--- src/rtl/sram_pkg.sv ---
// Shared constants and FSM state type for the two-port SRAM bank.
package sram_pkg;

    localparam int DEF_WIDTH = 16;
    localparam int DEF_DEPTH = 32;

    typedef enum logic {
        IDLE  = 1'b0,
        CLEAR = 1'b1
    } state_t;

endpackage

--- src/rtl/sram_bank_2p_if.sv ---
// Request/response bundle for the two-port SRAM bank.
// Port A reads and writes, port B only reads.
interface sram_bank_2p_if import sram_pkg::*; #(
    parameter int WIDTH = DEF_WIDTH,
    parameter int DEPTH = DEF_DEPTH
);

    logic [DEPTH-1:0] wordA;
    logic [DEPTH-1:0] wordB;
    logic             ReadEn;
    logic             WriteEn;
    logic [WIDTH-1:0] in;
    logic [WIDTH-1:0] outA;
    logic [WIDTH-1:0] outB;
    logic             validA;
    logic             validB;
    logic             busy;
    logic             onehot_err;

    modport master (
        output wordA, wordB, ReadEn, WriteEn, in,
        input  outA, outB, validA, validB, busy, onehot_err
    );

    modport slave (
        input  wordA, wordB, ReadEn, WriteEn, in,
        output outA, outB, validA, validB, busy, onehot_err
    );

endinterface

--- src/rtl/sram_bank_2p_onehot_enc.sv ---
// One-hot row select to binary row index.
// legal is set only when exactly one select bit is high.
module onehot_enc #(
    parameter int DEPTH = 32
) (
    input  logic [DEPTH-1:0]         sel,
    output logic [$clog2(DEPTH)-1:0] idx,
    output logic                     legal
);

    localparam int AW = $clog2(DEPTH);

    // OR together the indices of all set bits; only meaningful when legal
    always_comb begin
        idx = '0;
        for (int i = 0; i < DEPTH; i++) begin
            if (sel[i]) idx = idx | AW'(i);
        end
    end

    // Non-zero and clearing the lowest set bit leaves nothing
    assign legal = (sel != '0) && ((sel & (sel - 1'b1)) == '0);

endmodule

--- src/rtl/sram_bank_2p.sv ---
// Two-port SRAM bank: port A read/write, port B read-only, one-hot row
// selects, registered reads with one cycle latency, write-through on
// same-cycle read/write, and an optional zero-fill sweep after reset.
module sram_bank_2p import sram_pkg::*; #(
    parameter int WIDTH          = DEF_WIDTH,
    parameter int DEPTH          = DEF_DEPTH,
    parameter int CLEAR_ON_RESET = 1
) (
    input  logic          srclkpos,
    input  logic          reset,
    sram_bank_2p_if.slave bus
);

    localparam int AW = $clog2(DEPTH);

    logic [AW-1:0]    rowA;
    logic [AW-1:0]    rowB;
    logic             legalA;
    logic             legalB;
    state_t           state;
    logic [AW-1:0]    ptr;
    logic             clrPend;
    logic [WIDTH-1:0] mem [DEPTH];

    logic idle;
    logic rdA;
    logic wrA;
    logic rdB;
    logic errNow;

    onehot_enc #(.DEPTH(DEPTH)) encA (
        .sel   (bus.wordA),
        .idx   (rowA),
        .legal (legalA)
    );

    onehot_enc #(.DEPTH(DEPTH)) encB (
        .sel   (bus.wordB),
        .idx   (rowB),
        .legal (legalB)
    );

    // Requests are only honoured outside the clear sweep
    assign idle   = (state == IDLE);
    assign rdA    = bus.ReadEn  && idle && legalA;
    assign wrA    = bus.WriteEn && idle && legalA;
    assign rdB    = bus.ReadEn  && idle && legalB;
    assign errNow = idle && (((bus.ReadEn || bus.WriteEn) && !legalA) ||
                             (bus.ReadEn && !legalB));
    assign bus.busy = (state == CLEAR);

    // Sweep control: the sweep is armed by reset and starts on the first
    // cycle after release, so an aborted sweep always restarts at row 0
    always_ff @(posedge srclkpos) begin
        if (reset) begin
            state   <= IDLE;
            ptr     <= '0;
            clrPend <= (CLEAR_ON_RESET != 0);
        end else begin
            case (state)
                IDLE: begin
                    if (clrPend) begin
                        state   <= CLEAR;
                        ptr     <= '0;
                        clrPend <= 1'b0;
                    end
                end
                CLEAR: begin
                    ptr <= ptr + 1'b1;
                    if (ptr == AW'(DEPTH - 1)) state <= IDLE;
                end
                default: state <= IDLE;
            endcase
        end
    end

    // Array write port: sweep zeroes take priority, no reset on the array
    always_ff @(posedge srclkpos) begin
        if (!reset) begin
            if (state == CLEAR) mem[ptr] <= '0;
            else if (wrA)       mem[rowA] <= bus.in;
        end
    end

    // Registered read data, valid pulses and sticky select error
    always_ff @(posedge srclkpos) begin
        if (reset) begin
            bus.outA       <= '0;
            bus.outB       <= '0;
            bus.validA     <= 1'b0;
            bus.validB     <= 1'b0;
            bus.onehot_err <= 1'b0;
        end else begin
            bus.validA <= rdA;
            bus.validB <= rdB;
            if (rdA) bus.outA <= wrA ? bus.in : mem[rowA];
            if (rdB) bus.outB <= (wrA && (rowB == rowA)) ? bus.in : mem[rowB];
            if (errNow) bus.onehot_err <= 1'b1;
        end
    end

endmodule

--- src/flat_wrapper.sv ---
// flat-port wrapper written by rule: the top's interface ports become plain ports
module sram_bank_2p_flat import sram_pkg::*;
#(
    parameter int WIDTH          = DEF_WIDTH,
    parameter int DEPTH          = DEF_DEPTH,
    parameter int CLEAR_ON_RESET = 1
)
  (srclkpos, reset, bus_wordA, bus_wordB, bus_ReadEn, bus_WriteEn, bus_in, bus_outA, bus_outB, bus_validA, bus_validB, bus_busy, bus_onehot_err);
  sram_bank_2p_if #(.WIDTH(WIDTH), .DEPTH(DEPTH)) bus_i ();
  input  logic srclkpos;
  input  logic reset;
  input wire logic [$bits(bus_i.wordA)-1:0] bus_wordA;
  input wire logic [$bits(bus_i.wordB)-1:0] bus_wordB;
  input wire logic [$bits(bus_i.ReadEn)-1:0] bus_ReadEn;
  input wire logic [$bits(bus_i.WriteEn)-1:0] bus_WriteEn;
  input wire logic [$bits(bus_i.in)-1:0] bus_in;
  output wire logic [$bits(bus_i.outA)-1:0] bus_outA;
  output wire logic [$bits(bus_i.outB)-1:0] bus_outB;
  output wire logic [$bits(bus_i.validA)-1:0] bus_validA;
  output wire logic [$bits(bus_i.validB)-1:0] bus_validB;
  output wire logic [$bits(bus_i.busy)-1:0] bus_busy;
  output wire logic [$bits(bus_i.onehot_err)-1:0] bus_onehot_err;
  assign bus_i.wordA = bus_wordA;
  assign bus_i.wordB = bus_wordB;
  assign bus_i.ReadEn = bus_ReadEn;
  assign bus_i.WriteEn = bus_WriteEn;
  assign bus_i.in = bus_in;
  assign bus_outA = bus_i.outA;
  assign bus_outB = bus_i.outB;
  assign bus_validA = bus_i.validA;
  assign bus_validB = bus_i.validB;
  assign bus_busy = bus_i.busy;
  assign bus_onehot_err = bus_i.onehot_err;
  sram_bank_2p #(.WIDTH(WIDTH), .DEPTH(DEPTH), .CLEAR_ON_RESET(CLEAR_ON_RESET)) u_core (.srclkpos(srclkpos), .reset(reset), .bus(bus_i));
endmodule
--- config.mk ---
export PLATFORM = sky130hd
export DESIGN_NAME = sram_bank_2p_flat
export DESIGN_NICKNAME = d
export VERILOG_FILES = /design/src/rtl/sram_pkg.sv /design/src/rtl/sram_bank_2p_if.sv /design/src/rtl/sram_bank_2p_onehot_enc.sv /design/src/rtl/sram_bank_2p.sv /design/src/flat_wrapper.sv
export SDC_FILE = /design/constraint.sdc
export NUM_CORES = 1
export LEC_CHECK = 0
export CORE_ASPECT_RATIO = 1.1
export CORE_MARGIN = 2
export CORE_UTILIZATION = 50
export DETAILED_ROUTE_END_ITERATION = 8
export PLACE_DENSITY = 0.72
export SLEW_MARGIN = 25
export SYNTH_ARGS = -nofsm -noshare
export SYNTH_HDL_FRONTEND = slang
export SYNTH_SLANG_ARGS = --single-unit
--- constraint.sdc ---
create_clock -name srclkpos -period 10.3 [get_ports srclkpos]
set_clock_uncertainty 0.2 [all_clocks]
set_input_delay 2.06 -clock srclkpos [delete_from_list [all_inputs] [get_ports srclkpos]]
set_output_delay 2.06 -clock srclkpos [all_outputs]
set_load 0.005 [all_outputs]
## After elaboration in Yosys (flattened, before gate mapping)

Memory sizes are Yosys's and may differ from the RTL's. A register that Yosys moved wholly into a read port is not among the register bits.
Cells that the tools add are included.

| cells by class | value |
|---|---|
| multiplexer cells | 91 |
| $add $sub $neg | 3 |
| reductions and logical operators | 22 |
| bitwise operators | 3 |
| eq/ne operators | 3 |

Operator list:

| cell | number |
|---|---|
| two-way mux 5 bit | 37 |
| bitwise AND 32 bit | 2 |
| logical NOT 32 bit | 2 |
| two-way mux 4 bit | 16 |
| nonzero test 32 bit | 2 |
| subtractor 32 x 1 -> 32 bit, second input constant | 2 |
| two-way mux 3 bit | 8 |
| two-way mux 1 bit | 23 |
| two-way mux 16 bit | 1 |
| OR reduction 16 bit | 1 |
| logical AND 1 bit | 10 |
| case mux 5 bit (2 select lines) | 1 |
| two-way mux 2 bit | 4 |
| nonzero test 2 bit | 3 |
| adder 5 x 1 -> 5 bit, second input constant | 1 |
| == test 5 bit, second input constant | 1 |
| inequality test 4 x 2 -> 1 bit, second input constant | 1 |
| logical NOT 1 bit | 2 |
| logical OR 1 bit | 2 |
| inequality test 2 bit, second input constant | 1 |
| case mux 1 bit (2 select lines) | 1 |
| inverter 1 bit | 1 |

| storage, ports and cells | value |
|---|---|
| bits in registers | 10 |
| output and inout bits | 36 |
| bits in writable memories | 512 |
| bits of input ports | 84 |
| memories | 1 |

Memory list:

| name | words | width | read ports | clocked after Yosys merged registers in | write ports | RTL line | source |
|---|---|---|---|---|---|---|---|
| u_core.mem | 32 | 16 | 2 | 2 | 1 | sram_bank_2p.sv:23 | `logic [WIDTH-1:0] mem [DEPTH];` |

## Depth between registers and ports, before layout

| depth | value |
|---|---|
| word-level depth | 32 |
| mapped depth | 14 |

## By module

A second synthesis with hierarchy kept.

| second synthesis, totals | value |
|---|---|
| cell total of the unflattened synthesis | 1546 |
| area, all modules | 26563.0 µm² |

By module, submodules not included:

| module | area each (µm²) | cells each | instances |
|---|---|---|---|
| sram_bank_2p | 25426.9 | 1402 | 1 |
| onehot_enc | 568.0 | 72 | 2 |

## Worst setup path before layout

No wires, ideal clock.

| path | value |
|---|---|
| path type | input -> register |
| from | input bus_wordA[0] |
| to | memory u_core.mem[21][0] in the netlist's numbering, enable pin |
| path slack | 4.058 ns |
| setup time | 0.389 ns |
| stages on the path | 12 |
| arrival time | 5.653 ns |
| required time | 9.711 ns |
| cell sequence | or4_1 -> buf_2 -> or3_1 -> o41a_1 -> a2111o_1 -> nor4b_4 -> clkbuf_1 -> clkbuf_1 -> nand3_1 -> o21ai_1 -> nand2_1 -> nor2_1 |

| on the way | value |
|---|---|
| longest elaborated chain between the ends | 11 |
| elaborated cells on any way between the ends | 13 |

Ends and longest elaborated chain:

| element | RTL line | source |
|---|---|---|
| start: declaration | flat_wrapper.sv:12 | `input wire logic [$bits(bus_i.wordA)-1:0] bus_wordA;` |
| subtractor 32 x 1 -> 32 bit | sram_bank_2p_onehot_enc.sv:22 | `assign legal = (sel != '0) && ((sel & (sel - 1'b1)) == '0);` |
| bitwise AND 32 bit | sram_bank_2p_onehot_enc.sv:22 |  |
| logical NOT 32 bit | sram_bank_2p_onehot_enc.sv:22 |  |
| logical AND 1 bit (*) | sram_bank_2p_onehot_enc.sv:22 |  |
| logical AND 1 bit (*) | sram_bank_2p.sv:46 | `assign wrA = bus.WriteEn && idle && legalA;` |
| two-way mux 1 bit (*) | sram_bank_2p.sv:81 | `else if (wrA) mem[rowA] <= bus.in;` |
| two-way mux 1 bit (*) | sram_bank_2p.sv:80 | `if (state == CLEAR) mem[ptr] <= '0;` |
| two-way mux 1 bit (*) | sram_bank_2p.sv:79 | `if (!reset) begin` |
| two-way mux 1 bit (implied by the code) (*) | sram_bank_2p.sv:81 |  |
| OR reduction 16 bit (no source line) | n/a |  |
| two-way mux 5 bit (no source line) or two-way mux 1 bit (tied branches) | n/a |  |
| end: declaration | sram_bank_2p.sv:23 |  |

Mark *: on every way between the ends. The rest lies on a longest branch, timed or not.

## Final worst setup path

| path | value |
|---|---|
| from | input bus_wordB[31] |
| to | register u_core.bus.outB[2], read port of u_core.mem |

| on the way | value |
|---|---|
| longest elaborated chain between the ends | 6 |
| elaborated cells on any way between the ends | 8 |

Ends and longest elaborated chain:

| element | RTL line | source |
|---|---|---|
| start: declaration | flat_wrapper.sv:13 | `input wire logic [$bits(bus_i.wordB)-1:0] bus_wordB;` |
| subtractor 32 x 1 -> 32 bit | sram_bank_2p_onehot_enc.sv:22 |  |
| bitwise AND 32 bit | sram_bank_2p_onehot_enc.sv:22 |  |
| logical NOT 32 bit | sram_bank_2p_onehot_enc.sv:22 |  |
| logical AND 1 bit | sram_bank_2p_onehot_enc.sv:22 |  |
| logical AND 1 bit | sram_bank_2p.sv:47 | `assign rdB = bus.ReadEn && idle && legalB;` |
| nonzero test 2 bit (no source line) | n/a |  |
| end: declaration | sram_bank_2p_if.sv:27 | `output outA, outB, validA, validB, busy, onehot_err` |

Several ways; a longest one is shown, not always the timed one.
A chain may end at the register's enable or synchronous reset.

==> reports/metrics.csv <==
metric,value,unit
status,"complete, no violations",
initial antenna violation count,7,
Vias,25500,
Synth Warn #,0,
"Hold Violations, Final",0,
Worst-Skew Late Latency,0.63,ns
TritonCTS clock tree,yes,
Syn Area/Cell,10.2,µm²
Initial Util,0.503,
CP Max Fanout,130,
Storage cell area,0.0162,mm²
multi-input logic area,0.0115,mm²
Clock transition at path regs,0.06,ns
Power Dens Cells,142,mW/mm²
I/O pin cnt,120,
hold_buf cts,0,
post-CTS resize count,0,
commonest cells in the synthesized netlist,"nand2_1 (653), edfxtp_1 (512), a211oi_1 (276)",
"count leader, synth",nand2_1,
# rows,92,
setup TNS,0,ns
crit share post-route,0.692,
number of enable flip-flop cells after synthesis,512,
Mapped Cells,2801,
core footprint,0.0571,mm²
port bufs,119,
TritonCTS Buffers,54,
number of library cell types mapped by synthesis,72,
postcts setup bufs,0,
H-tree depth,2,
Die Height,255,µm
Rel. slew slack,0.240,
CTS max path bufs,3,
# placed instances,3500,
first-pass GRT wire length,154000,µm
register area share after synthesis,0.565,
Area contributors post-synth,"edfxtp_1 (54%), nand2_1 (8.5%), a211oi_1 (7.2%)",
Synth area leader,edfxtp_1,
critical path startpoint category,input port,
DR WL/cell,29.6,µm
total global routing track utilization,0.349,
Die X,232,µm
"flops & latches, synth",554,
mapped cell area,0.0287,mm²
FMAX,0.140,GHz
Syn-to-layout area delta,13.3,%
crit path kind,in2reg,
worst hold path type,reg2reg,
fin. max-slew vios,0,
router iterations before antenna repair,7,
gp weighted congestion,0.959,
fin util,0.570,
Final min period,7.12,ns
placed cell area,0.0306,mm²
Async SR Flop Fraction,0,
drt total wl,107000,µm
Max Cap Viol,0,
die area,0.0594,mm²
CP required,10.64,ns
largest net degree at the start of global routing,160,
# nets final,2891,
reg2reg setup slack,6.97,ns
RSZ-0062 raised after global routing,no,
DRC,0,
"Primary FF master, synth",edfxtp_1,
Starting DRT DRC Count,4350,
final hold slack,0.280,ns
Via density,7.06,
Layout Cells excl Fill,3604,
DP Wirelength,61900,µm
CP arrival,7.46,ns
clk sink count,554,
ratio of cells with drive above 1 in the final layout,0.0758,
post-layout instance area,0.0325,mm²
Syn Nets,2887,
# setup viols final,0,
Fillers,4635,
CP Capture Type,flop,
Detail Route Antenna Nets,0,
Peak VDD IR,0.120,mV
vias in the first global route,23700,
Least-Margin Pin Slew,1.13,ns
grt total ovfl,0,
Leakage,11.8,nW
CTS root buf,clkbuf_16,
Synth top area share,0.536,
-- layout by cell type (no fill, tap or decap), types with 22 or more instances in the layout --
cell type	Yosys	final
and3_1	166	164
o21ai_0	27	27
inv_1	23	23
nor2_1	64	62
nand2_1	653	652
clkdlybuf4s50_1	0	119
a311oi_1	64	60
dfxtp_1	42	42
a31oi_1	85	85
clkbuf_16	0	55
a211oi_1	276	274
buf_4	1	77
mux2i_1	69	69
o211ai_1	22	22
edfxtp_1	512	512
a21oi_1	48	47
nand3_1	246	245
nor4_1	42	36
-- worst paths after layout --
check | startpoint | endpoint | cells past startpoint
setup reg to reg | u_core.bus.busy | u_core.bus.outB[6] | 9
hold / removal | u_core.bus.onehot_err | u_core.bus.onehot_err | 2
hold reg to reg | u_core.bus.onehot_err | u_core.bus.onehot_err | 2
setup / recovery | bus_wordB[31] | u_core.bus.outB[2] | 12
-- critical path, stage by stage --
cell and delay (ns):
clkdlybuf4s50_1 0.53, or4_1 0.59, nor4_2 0.26, buf_12 0.53, nand2_4 0.60, buf_4 0.63
mux2i_1 0.22, a211oi_1 0.52, a211oi_1 0.24, nor4_1 0.80, o211ai_1 0.22, o211ai_2 0.11
-- flip-flops by register name (all words and copies together) (netlist names) --
signal                 count
u_core.bus.busy            1
u_core.bus.onehot_err      1
u_core.bus.outA           16
u_core.bus.outB           16
u_core.bus.validA          1
u_core.bus.validB          1
u_core.clrPend             1
u_core.mem               512
u_core.ptr                 5
-- layout make-up --
type | count | area share
Antenna cell | 2 | 0.000154
Clock buffer | 71 | 0.0463
Clock inverter | 30 | 0.0108
Inverter | 23 | 0.00265
Multi-Input combinational cell | 1969 | 0.354
Sequential cell | 554 | 0.498
Tap cell | 752 | 0.0289
Timing Repair Buffer | 203 | 0.0587
-- power by group --
part	internal, mW	leakage [nW]	switching [mW]
logic	0.0446	5.26	0.0582
clock network	1.23	0.916	0.872
registers	2.43	5.63	0.00548
-- logic make-up after synthesis --
family	share of synthesized area
AOI/OAI and AO/OA	0.167
xor gates and xnor gates	0.00214
muxes	0.0241
DFF	0.565
buffers and inverters	0.0381
and+or+nand+nor	0.203
adders and majority gates	0.00157
-- per-stage QoR --
stage          power (mW)  worst slack [ns]
2_1_floorplan        2.51              4.06
3_3_place_gp         2.58              2.82
3_5_place_dp         2.58              2.81
4_1_cts              4.63              3.43
5_1_grt              4.72              3.05
6_report             4.63              3.18
-- per-layer routing --
metal  up-vias  global-route usage  share of wire
met3       395              0.0992           0.15
met1     12100               0.451           0.35
met2      2207               0.516           0.44
met4         8               0.218          0.070
li1      10700                   -              -
met5         -                   0        0.00051
(Power assumes the default switching activity.)
